<file path="config.mk">
export PLATFORM = sky130hd
export DESIGN_NAME = vx_rsp_reorder
export DESIGN_NICKNAME = d
export VERILOG_FILES = /design/src/rtl/vx_rsp_reorder.sv
export SDC_FILE = /design/constraint.sdc
export NUM_CORES = 1
export LEC_CHECK = 0
export ABC_AREA = 1
export BUFFER_PORTS_ARGS = -buffer_cell sky130_fd_sc_hd__buf_2
export CAP_MARGIN = 5
export CORE_AREA = 2 2 39 41
export DETAILED_ROUTE_END_ITERATION = 6
export DIE_AREA = 0 0 41 43
export GPL_ROUTABILITY_DRIVEN = 0
export PLACE_DENSITY_LB_ADDON = 0.12
export SYNTH_ARGS = -nofsm -noshare
export SYNTH_HDL_FRONTEND = slang
export SYNTH_SLANG_ARGS = --single-unit
</file>
<file path="constraint.sdc">
create_clock -name clk -period 1.3 [get_ports clk]
set_input_delay 0.39 -clock clk [delete_from_list [all_inputs] [get_ports clk]]
set_output_delay 0.39 -clock clk [all_outputs]
set_load 0.03 [all_outputs]
</file>
<file path="src/rtl/vx_rsp_reorder.sv">
// In-order retire stage: records tag acquisition order, absorbs out-of-order responses, retires in order.
// Optional VX_RSP_REORDER_BYPASS_EN lets a response to the head tag retire in its arrival cycle.
module vx_rsp_reorder #(
    parameter int DATAW     = 1,
    parameter int RSP_DATAW = 1,
    parameter int SIZE      = 1,
    parameter int ADDRW     = (SIZE > 1) ? $clog2(SIZE) : 1
) (
    input  logic                 clk,
    input  logic                 reset,
    input  logic                 alloc_en,
    input  logic [ADDRW-1:0]     alloc_tag,
    input  logic                 rsp_valid,
    input  logic [ADDRW-1:0]     rsp_tag,
    input  logic [RSP_DATAW-1:0] rsp_data,
    output logic                 rsp_ready,
    output logic [ADDRW-1:0]     read_addr,
    input  logic [DATAW-1:0]     meta_data,
    output logic                 release_en,
    output logic                 out_valid,
    output logic [DATAW-1:0]     out_meta,
    output logic [RSP_DATAW-1:0] out_data,
    input  logic                 out_ready,
    output logic [ADDRW:0]       pending
);
    localparam logic [ADDRW-1:0] LAST = ADDRW'(SIZE - 1);
    localparam logic [ADDRW:0]   FULL = (ADDRW+1)'(SIZE);

    logic [ADDRW-1:0]     ord_q   [SIZE];
    logic [ADDRW-1:0]     ord_d   [SIZE];
    logic [RSP_DATAW-1:0] store_q [SIZE];
    logic [RSP_DATAW-1:0] store_d [SIZE];
    logic [SIZE-1:0]      done_q, done_d;
    logic [ADDRW-1:0]     head_q, head_d, tail_q, tail_d;
    logic [ADDRW:0]       count_q, count_d;
    logic                 out_valid_q, out_valid_d;
    logic [DATAW-1:0]     out_meta_q, out_meta_d;
    logic [RSP_DATAW-1:0] out_data_q, out_data_d;

    logic [ADDRW-1:0] head_tag;
    logic             has_head, out_free, bypass, pop;

    // Explicit compare keeps wrap correct for non-power-of-two SIZE.
    function automatic logic [ADDRW-1:0] wrap_inc(input logic [ADDRW-1:0] p);
        return (p == LAST) ? '0 : p + 1'b1;
    endfunction

    assign head_tag = ord_q[head_q];
    assign has_head = (count_q != '0);
    assign out_free = !out_valid_q || out_ready;

`ifdef VX_RSP_REORDER_BYPASS_EN
    assign bypass = rsp_valid && (rsp_tag == head_tag) && has_head && out_free;
`else
    assign bypass = 1'b0;
`endif

    assign pop = has_head && (done_q[head_tag] || bypass) && out_free;

    always_comb begin
        ord_d       = ord_q;
        store_d     = store_q;
        done_d      = done_q;
        head_d      = head_q;
        tail_d      = tail_q;
        count_d     = count_q;
        out_valid_d = out_valid_q;
        out_meta_d  = out_meta_q;
        out_data_d  = out_data_q;

        if (alloc_en) begin
            ord_d[tail_q] = alloc_tag;
            tail_d        = wrap_inc(tail_q);
        end

        if (pop) begin
            head_d           = wrap_inc(head_q);
            done_d[head_tag] = 1'b0;
            out_valid_d      = 1'b1;
            out_meta_d       = meta_data;
            out_data_d       = bypass ? rsp_data : store_q[head_tag];
        end else if (out_ready) begin
            out_valid_d = 1'b0;
        end

        // A bypassed response never touches the store or done vector.
        if (rsp_valid && !bypass) begin
            store_d[rsp_tag] = rsp_data;
            done_d[rsp_tag]  = 1'b1;
        end

        case ({alloc_en, pop})
            2'b10:   count_d = count_q + 1'b1;
            2'b01:   count_d = count_q - 1'b1;
            default: count_d = count_q;
        endcase
    end

    always_ff @(posedge clk or negedge reset) begin
        if (!reset) begin
            done_q      <= '0;
            head_q      <= '0;
            tail_q      <= '0;
            count_q     <= '0;
            out_valid_q <= 1'b0;
            out_meta_q  <= '0;
            out_data_q  <= '0;
        end else begin
            done_q      <= done_d;
            head_q      <= head_d;
            tail_q      <= tail_d;
            count_q     <= count_d;
            out_valid_q <= out_valid_d;
            out_meta_q  <= out_meta_d;
            out_data_q  <= out_data_d;
        end
    end

    always_ff @(posedge clk) begin
        ord_q   <= ord_d;
        store_q <= store_d;
    end

    assign rsp_ready  = 1'b1;
    assign read_addr  = has_head ? head_tag : '0;
    assign release_en = pop;
    assign out_valid  = out_valid_q;
    assign out_meta   = out_meta_q;
    assign out_data   = out_data_q;
    assign pending    = count_q;

`ifndef SYNTHESIS
    logic [SIZE-1:0] outst_q, outst_d;

    always_comb begin
        outst_d = outst_q;
        if (pop)      outst_d[head_tag]  = 1'b0;
        if (alloc_en) outst_d[alloc_tag] = 1'b1;
    end

    always_ff @(posedge clk or negedge reset) begin
        if (!reset) outst_q <= '0;
        else        outst_q <= outst_d;
    end

    a_no_overflow: assert property (@(posedge clk) disable iff (!reset)
        !(alloc_en && count_q == FULL));
    a_rsp_outstanding: assert property (@(posedge clk) disable iff (!reset)
        rsp_valid |-> outst_q[rsp_tag]);
    a_rsp_not_dup: assert property (@(posedge clk) disable iff (!reset)
        rsp_valid |-> !done_q[rsp_tag]);
`endif

endmodule

</file>
==> results of run 1 <==
[cell usage in the layout (no fill, tap or decap)]
cell	n
nand3_1	2
clkbuf_4	3
conb_1	1
o21bai_1	1
ha_4	1
clkbuf_1	1
nor2_2	2
inv_1	7
nor2_4	3
nand4_1	1
dfrtp_2	3
or2_4	1
buf_4	8
dlygate4sd3_1	1
edfxtp_1	2
nand3_2	1
nand2_1	11
o21ai_4	1
buf_6	6
inv_2	2
buf_2	11
or2_1	1
dfrtp_1	3
xnor2_2	1
[what timing repair did]
| action | 4_1_cts | 5_1_grt |
|---|---|---|
| setup endpoints to repair | 5 | 6 |
| hold endpoints to repair | 6 | 0 |
| gates resized for setup | 11 | 3 |
| hold buffers | 1 | 0 |
| buffers inserted | 3 | 1 |
| cloned | 0 | 0 |
| pin swaps | 2 | 2 |
[state kept, by name (all words and copies together) (netlist names)]
signal,cells
done_q,1
ord_q,1
out_data,1
out_meta,1
out_valid,1
pending,2
store_q,1
[cells by family (layout without fill, tap and decap cells)]
group / Yosys count / after routing / share of synthesized area
compound gates: 2 / 2 / 0.0400
xor+xnor: 1 / 1 / 0.0215
fa+ha+maj: 1 / 1 / 0.0308
buf+inv: 10 / 39 / 0.102
flops: 8 / 8 / 0.517
other cells: 1 / 1 / 0.00922
simple gates: 22 / 22 / 0.280
[worst max-delay path: cells and delay by family (launching register included)]
family / cells / cell delay (ns)
simple gates: 2 / 0.12
buf+inv: 2 / 0.26
flops: 1 / 0.43
[power groups by stage]
stage	clock [mW]	combinational [mW]	sequential, mW
6_report	0.210	1.24	0.462
5_1_grt	0.239	1.35	0.474
4_1_cts	0.220	1.16	0.462
3_5_place_dp	0	0.967	0.439
3_3_place_gp	0	0.959	0.439
2_1_floorplan	0	0.463	0.616
[layer usage]
layer,up-vias,track usage,routed length [µm]
met5,-,0,0
met1,148,0.146,378
met2,15,0.147,343
met3,4,0.0471,63
li1,191,-,-
met4,0,0.0800,15
[worst min path at each step]
| stage | from | to | depth (start not counted) |
|---|---|---|---|
| finish | rsp_data | store_q$_DFFE_PP_ | 1 |
| global placement | reset | out_data$_DFFE_PN0N_ | 1 |
| floorplan | reset | done_q$_DFF_PN0_ | 0 |
| global route | rsp_data | store_q$_DFFE_PP_ | 1 |
| detailed placement | reset | done_q$_DFF_PN0_ | 1 |
| CTS | alloc_tag | ord_q$_DFFE_PP_ | 1 |
[final cells by class]
| cell class | count | area [µm²] |
|---|---|---|
| Fill cell | 135 | 699 |
| Multi-Input combinational cell | 27 | 198 |
| Tap cell | 16 | 20.0 |
| Sequential cell | 8 | 214 |
| Inverter | 9 | 33.8 |
| Timing Repair Buffer | 26 | 193 |
| Clock buffer | 4 | 26.3 |
==> run metrics, run 1 <==
status finished, violations left; failing checks setup timing; Tot GR Track Use 0.113; final worst setup slack -0.166 ns; vias 358; most used cell, CP buf_6; DR vias/cell 3.98; area added between synthesis and finish 68.3%; Clk network pwr share 0.110; DR iter-0 viols 2; Root Buffer clkbuf_4; Unique masters post-synth 17; Clock Pin Slew Worst Setup and Hold Paths 0.06 ns; antenna viol nets, final 0; Worst setup EP type output pin; Die Y 43 µm; Non-Filler Instances 90; post-detail-place hpwl 605 µm; port bufs 15; placed cell area 563 µm²; EDFF count, synth 2; fin nets 85; layout cells sized above 1 0.581; crit path kind register to output pin; type of origin of the critical path register; # setup viols final 5; Synth area leader dfrtp_1; Final Critical Period 1.47 ns; setup TNS -0.571 ns; ys async rst share 0.750; Slew Viols, Final 0; sequential power share 0.241; Max Clk Rate 0.682 GHz; io pins 17; Fin. Hold Viols 0; r2r endpoint pending[1]$_DFFE_PN0P_; TritonCTS Buffers 3; Critical Path, Cell by Cell buf_6, nor2_4, nor2_2, buf_6; initial core utilization 0.294; DR DRC count 0; TritonCTS Sinks 8; Tot Pwr 1.92 mW; Synth Net Count 55; Switching Share 0.420; switching power of the nets 0.804 mW; Die ar. 1760 µm²; routed wire length 801 µm; Die Wd 41 µm; Synth top cells by count 11 x nand2_1, 8 x inv_1, 6 x dfrtp_1, 3 x nand3_1; count leader, synth nand2_1; Clock Latency Late Sink 0.26 ns; crit-path max FO 3; dominant synthesized flop cell dfrtp_1; Worst EP arrival 1.08 ns; fin crit share 1.13; mapped cell area 407 µm²; WL/cell 8.90 µm; Critical Path Max Stage Delay 0.43 ns; FF+latch count, synth 8; Placement Setup Slack -0.0272 ns; max-cap violations 0; worst clock skew 0.00497 ns; P per Cell Area 2800 nW/µm²; Logic pwr share 0.649; vias in the first global route 325; initial antenna violation count 0; Worst IR Drop VDD 919 µV; Cell Int Power 1.11 mW; core outline area 1380 µm²; FF-to-FF path depth 8; H-tree depth 1; Synth area leaders dfrtp_1 37%, edfxtp_1 15%, nand2_1 10%; first-pass GRT wire length 1240 µm; # diodes 0; critical path startpoint pending[1]$_DFFE_PN0P_; Syn Inst Count 45; RSZ-0062 raised after global routing true; DRT Pass-1 Iters 2; TritonCTS clock tree done; sequential fraction of the synthesis area 0.517; Reg2Reg Setup Slack -0.11 ns; static leakage 0.357 nW; post-route design area 684 µm²; worst endpoint required time 0.91 ns; Site Rows 14; worst min-delay path class input pin to register; Final Hold Slack 0.303 ns; largest net degree at the start of global routing 7; final core occ 0.495; dpl cells 81; global route total overflow 0; clk buf depth 2; Synth warnings 0; Mapped Avg Cell Area 9.04 µm²; FF-to-FF Start pending[1]$_DFFE_PN0P_; Worst Setup EP read_addr; Synth top area share 0.369; Slowest-stage cell, CP dfrtp_2
(Power assumes the default switching activity.)
==> run 2, diff against run 1 <==
--- a/constraint.sdc
+++ b/constraint.sdc
@@ -3,2 +3,2 @@
 set_output_delay 0.39 -clock clk [all_outputs]
-set_load 0.03 [all_outputs]
+set_load 0.1 [all_outputs]
==> run metrics, run 2 (synthesized netlist as in run 1, its figures left out) <==
status finished, violations left; failing checks setup timing; TritonCTS clock tree done; worst min-delay path class input pin to register; TritonCTS Sinks 8; TritonCTS Buffers 3; setup TNS -1.13 ns; # diodes 0; Met3 Routed Length 51 µm; WL met1 383 µm; Non-Filler Instances 95; vias 392; DRT Pass-1 Iters 2; Clock Latency Late Sink 0.26 ns; max-cap violations 0; DR vias/cell 4.13; fillcell total 125; Tot GR Track Use 0.111; Root Buffer clkbuf_4; dpl cells 83; initial core utilization 0.294; io pins 17; # setup viols final 7; H-tree depth 1; layout cells sized above 1 0.595; Clock Pin Slew Worst Setup and Hold Paths 0.06 ns; Placement Setup Slack -0.122 ns; largest net degree at the start of global routing 7; antenna viol nets, final 0; most frequent cells in the layout 12 x buf_4, 11 x nand2_1, 8 x buf_2; Max Clk Rate 0.633 GHz; Top Layer Used met4; max reg flops 2; fin crit share 1.22; port bufs 15; Die Wd 41 µm; most common cell after layout, fill and taps aside buf_4; DR DRC count 0; clk buf depth 2; Die ar. 1760 µm²; met2 wire len 411 µm; worst clock skew 0.00578 ns; worst endpoint required time 0.91 ns; routed wire length 870 µm; final worst setup slack -0.280 ns; RSZ-0062 raised after global routing true; Slew Viols, Final 0; vias in the first global route 315; DR iter-0 viols 4; crit-path max FO 4; Die Y 43 µm; fin nets 90; core outline area 1380 µm²; Final Critical Period 1.58 ns; global route total overflow 0; Fin. Hold Viols 0; first-pass GRT wire length 1220 µm; Worst EP arrival 1.19 ns; Site Rows 14; Worst setup EP type output pin; WL/cell 9.16 µm; initial antenna violation count 0; area added between synthesis and finish 98.8%; crit path kind register to output pin; post-detail-place hpwl 676 µm; type of origin of the critical path register
==> run 2: cell types whose count changed in the layout (fill, tap and decap cells not counted), sizes merged <==
cell | previous run | this run
buf | 25 | 30
==> run 2: critical path: stages, from the launching register on <==
cell and delay [ns]:
dfrtp_4 0.52, o21ai_4 0.20, nor2_4 0.06, buf_12 0.16
==> run 2: path summary, 6_finish.rpt <==
check,slack (ns),startpoint,end,depth (start not counted)
min reg2reg,0.45,store_q$_DFFE_PP_,out_data$_DFFE_PN0N_,2
min in group asynchronous,0.50,reset,done_q$_DFF_PN0_,2
min,0.31,alloc_tag,ord_q$_DFFE_PP_,1
max in group asynchronous,0.64,reset,out_valid$_DFFE_PN0P_,2
max reg2reg,-0.23,pending[1]$_DFFE_PN0P_,pending[1]$_DFFE_PN0P_,7
max,-0.28,pending[1]$_DFFE_PN0P_,release_en,3
==> run 2: timing repair <==
item | 4_1_cts | 5_1_grt
pin swaps | 2 | 1
hold buffers | 1 | 0
setup endpoints to repair | 6 | 8
endpoints found under the hold margin | 6 | 0
resized for setup | 6 | 3
buffers inserted | 3 | 4
==> run 2: layout make-up <==
| cell class | instances | area, µm² | share of cell area |
|---|---|---|---|
| clock buffer | 4 | 26.3 | 0.0325 |
| inverter | 9 | 33.8 | 0.0418 |
| multi-input combinational | 27 | 195 | 0.241 |
| sequential | 8 | 219 | 0.271 |
| tap | 16 | 20.0 | 0.0248 |
| timing repair buffer | 31 | 314 | 0.389 |
==> run 2: metal layers <==
layer | vias up | global-route usage
met1 | 168 | 0.147
met4 | 0 | 0.0800
met3 | 3 | 0.0471
li1 | 205 | -
met5 | - | 0
met2 | 16 | 0.138
==> run 2: stage by stage <==
stage	util	cell area [µm²]	hold WS, ns
after floorplan	-	448	0.0944
after global placement	0.495	686	0.224
after detailed placement	0.495	686	0.226
after CTS	0.553	766	0.297
after global routing	0.584	808	0.289
final	0.584	808	0.305
Power of run 2 is left out: the tool's default activity adds up to more than one toggle a clock period on the data nets, which glitch-free logic cannot reach.
==> run 3, diff against run 2 <==
CTS_BUF_LIST = sky130_fd_sc_hd__clkbuf_16   (was unset)
==> run metrics, run 3 (synthesized netlist as in run 1, its figures left out) <==
crit-path max FO 4; vias in the first global route 326; antenna viol nets, final 0; H-tree depth 1; RSZ-0062 raised after global routing true; worst endpoint required time 0.91 ns; DR iter-0 viols 4; fin nets 91; Clock Latency Late Sink 0.23 ns; port bufs 15; Die Y 43 µm; Reg2Reg Setup Slack -0.23 ns; Site Rows 14; worst min-delay path class input pin to register; status finished, violations left; global route total overflow 0; DR DRC count 0; r2r endpoint pending[1]$_DFFE_PN0P_; Critical Path, Cell by Cell o21ai_4, nor2_4, buf_12; WL/cell 9.50 µm; TritonCTS clock tree done; FF-to-FF Start pending[1]$_DFFE_PN0P_; vias 391; WP depth 3; Root Buffer clkbuf_16; Worst Setup EP release_en; post-route design area 868 µm²; Clock Pin Slew Worst Setup and Hold Paths 0.04 ns; worst clock skew 0.00301 ns; routed wire length 912 µm; fillcell total 120; Worst EP arrival 1.16 ns; Slowest-stage cell, CP dfrtp_4; initial antenna violation count 0; Final Critical Period 1.55 ns; type of origin of the critical path register; max reg flops 2; FF-to-FF path depth 7; Die Wd 41 µm; CP top delay family flip-flops; crit path kind register to output pin; first-pass GRT wire length 1260 µm; layout cells sized above 1 0.600; placed cell area 686 µm²; Die ar. 1760 µm²; Slew Viols, Final 0; Worst setup EP type output pin; DRT Pass-1 Iters 2; # diodes 0; Critical Path Max Stage Delay 0.51 ns; Tot GR Track Use 0.112; fin crit share 1.19; # setup viols final 8; TritonCTS Buffers 3; final core occ 0.627; failing checks setup timing; critical path startpoint pending[1]$_DFFE_PN0P_; Max Clk Rate 0.645 GHz; multi-input logic area 195 µm²; post-detail-place hpwl 676 µm; area added between synthesis and finish 114%; Fin. Hold Viols 0; TritonCTS Sinks 8; core outline area 1380 µm²; Register Area 219 µm²; initial core utilization 0.294; final worst setup slack -0.249 ns; most frequent cells in the layout 13 x buf_4, 11 x nand2_1, 8 x inv_1, 8 x buf_2, 7 x buf_12; most common cell after layout, fill and taps aside buf_4; largest net degree at the start of global routing 7; DR vias/cell 4.07; max-cap violations 0; io pins 17; clk buf depth 2; Bufs and invs on worst path 1
==> run 3: cell count changes in the layout (fill, tap and decap cells not counted), sizes merged <==
| cell | change |
|---|---|
| buf | +1 |
| clkbuf | -1 |
| inv | +1 |
==> run 3: worst min-delay path by stage <==
stage	start	to	slack [ns]	cells past startpoint
4_1_cts	alloc_tag	ord_q$_DFFE_PP_	0.33	1
6_report	alloc_tag	ord_q$_DFFE_PP_	0.33	1
3_3_place_gp	reset	done_q$_DFF_PN0_	0.22	1
2_1_floorplan	reset	done_q$_DFF_PN0_	0.09	0
5_1_grt	alloc_tag	ord_q$_DFFE_PP_	0.33	1
3_5_place_dp	reset	out_data$_DFFE_PN0N_	0.23	1
==> run 3: worst register-to-register path: cells and delay by family (launching register included) <==
family | cells | cell delay (ns)
DFF | 1 | 0.51
AOI/OAI and AO/OA | 1 | 0.20
adders and majority gates | 1 | 0.15
and+or+nand+nor | 4 | 0.41
buffers and inverters | 1 | 0.15
==> run 3: what timing repair did <==
action	4_1_cts	5_1_grt
resized for setup	6	3
hold buffers	1	0
setup buffers	4	4
hold endpoints to repair	6	0
pin swaps	2	1
setup endpoints to repair	6	9
==> run 3: stage by stage <==
step                      hold slack [ns]  TNS, ns  cells  worst slack (ns)
after floorplan                    0.0944    -2.37     45            -0.621
after global placement              0.224   -0.207     83            -0.103
after detailed placement            0.226   -0.237     83            -0.122
after CTS                           0.329    -1.09     92            -0.237
after global routing                0.330    -1.39     96            -0.276
final                               0.331    -1.09     96            -0.249
==> run 3: layout make-up <==
type                    count  area share
clock buffers               3      0.0865
flip-flops and latches      8       0.252
repair buffers             32       0.370
clock inverters             1     0.00432
well taps                  16      0.0231
inverters                   9      0.0389
multi-input cells          27       0.225
==> run 3: metal layers <==
layer,global-route usage,wire length (µm),vias up
met5,0,0,-
met4,0.0800,22,0
met3,0.0314,61,3
met2,0.144,438,16
met1,0.154,389,168
li1,-,-,204
Power of run 3 is left out for the same reason.
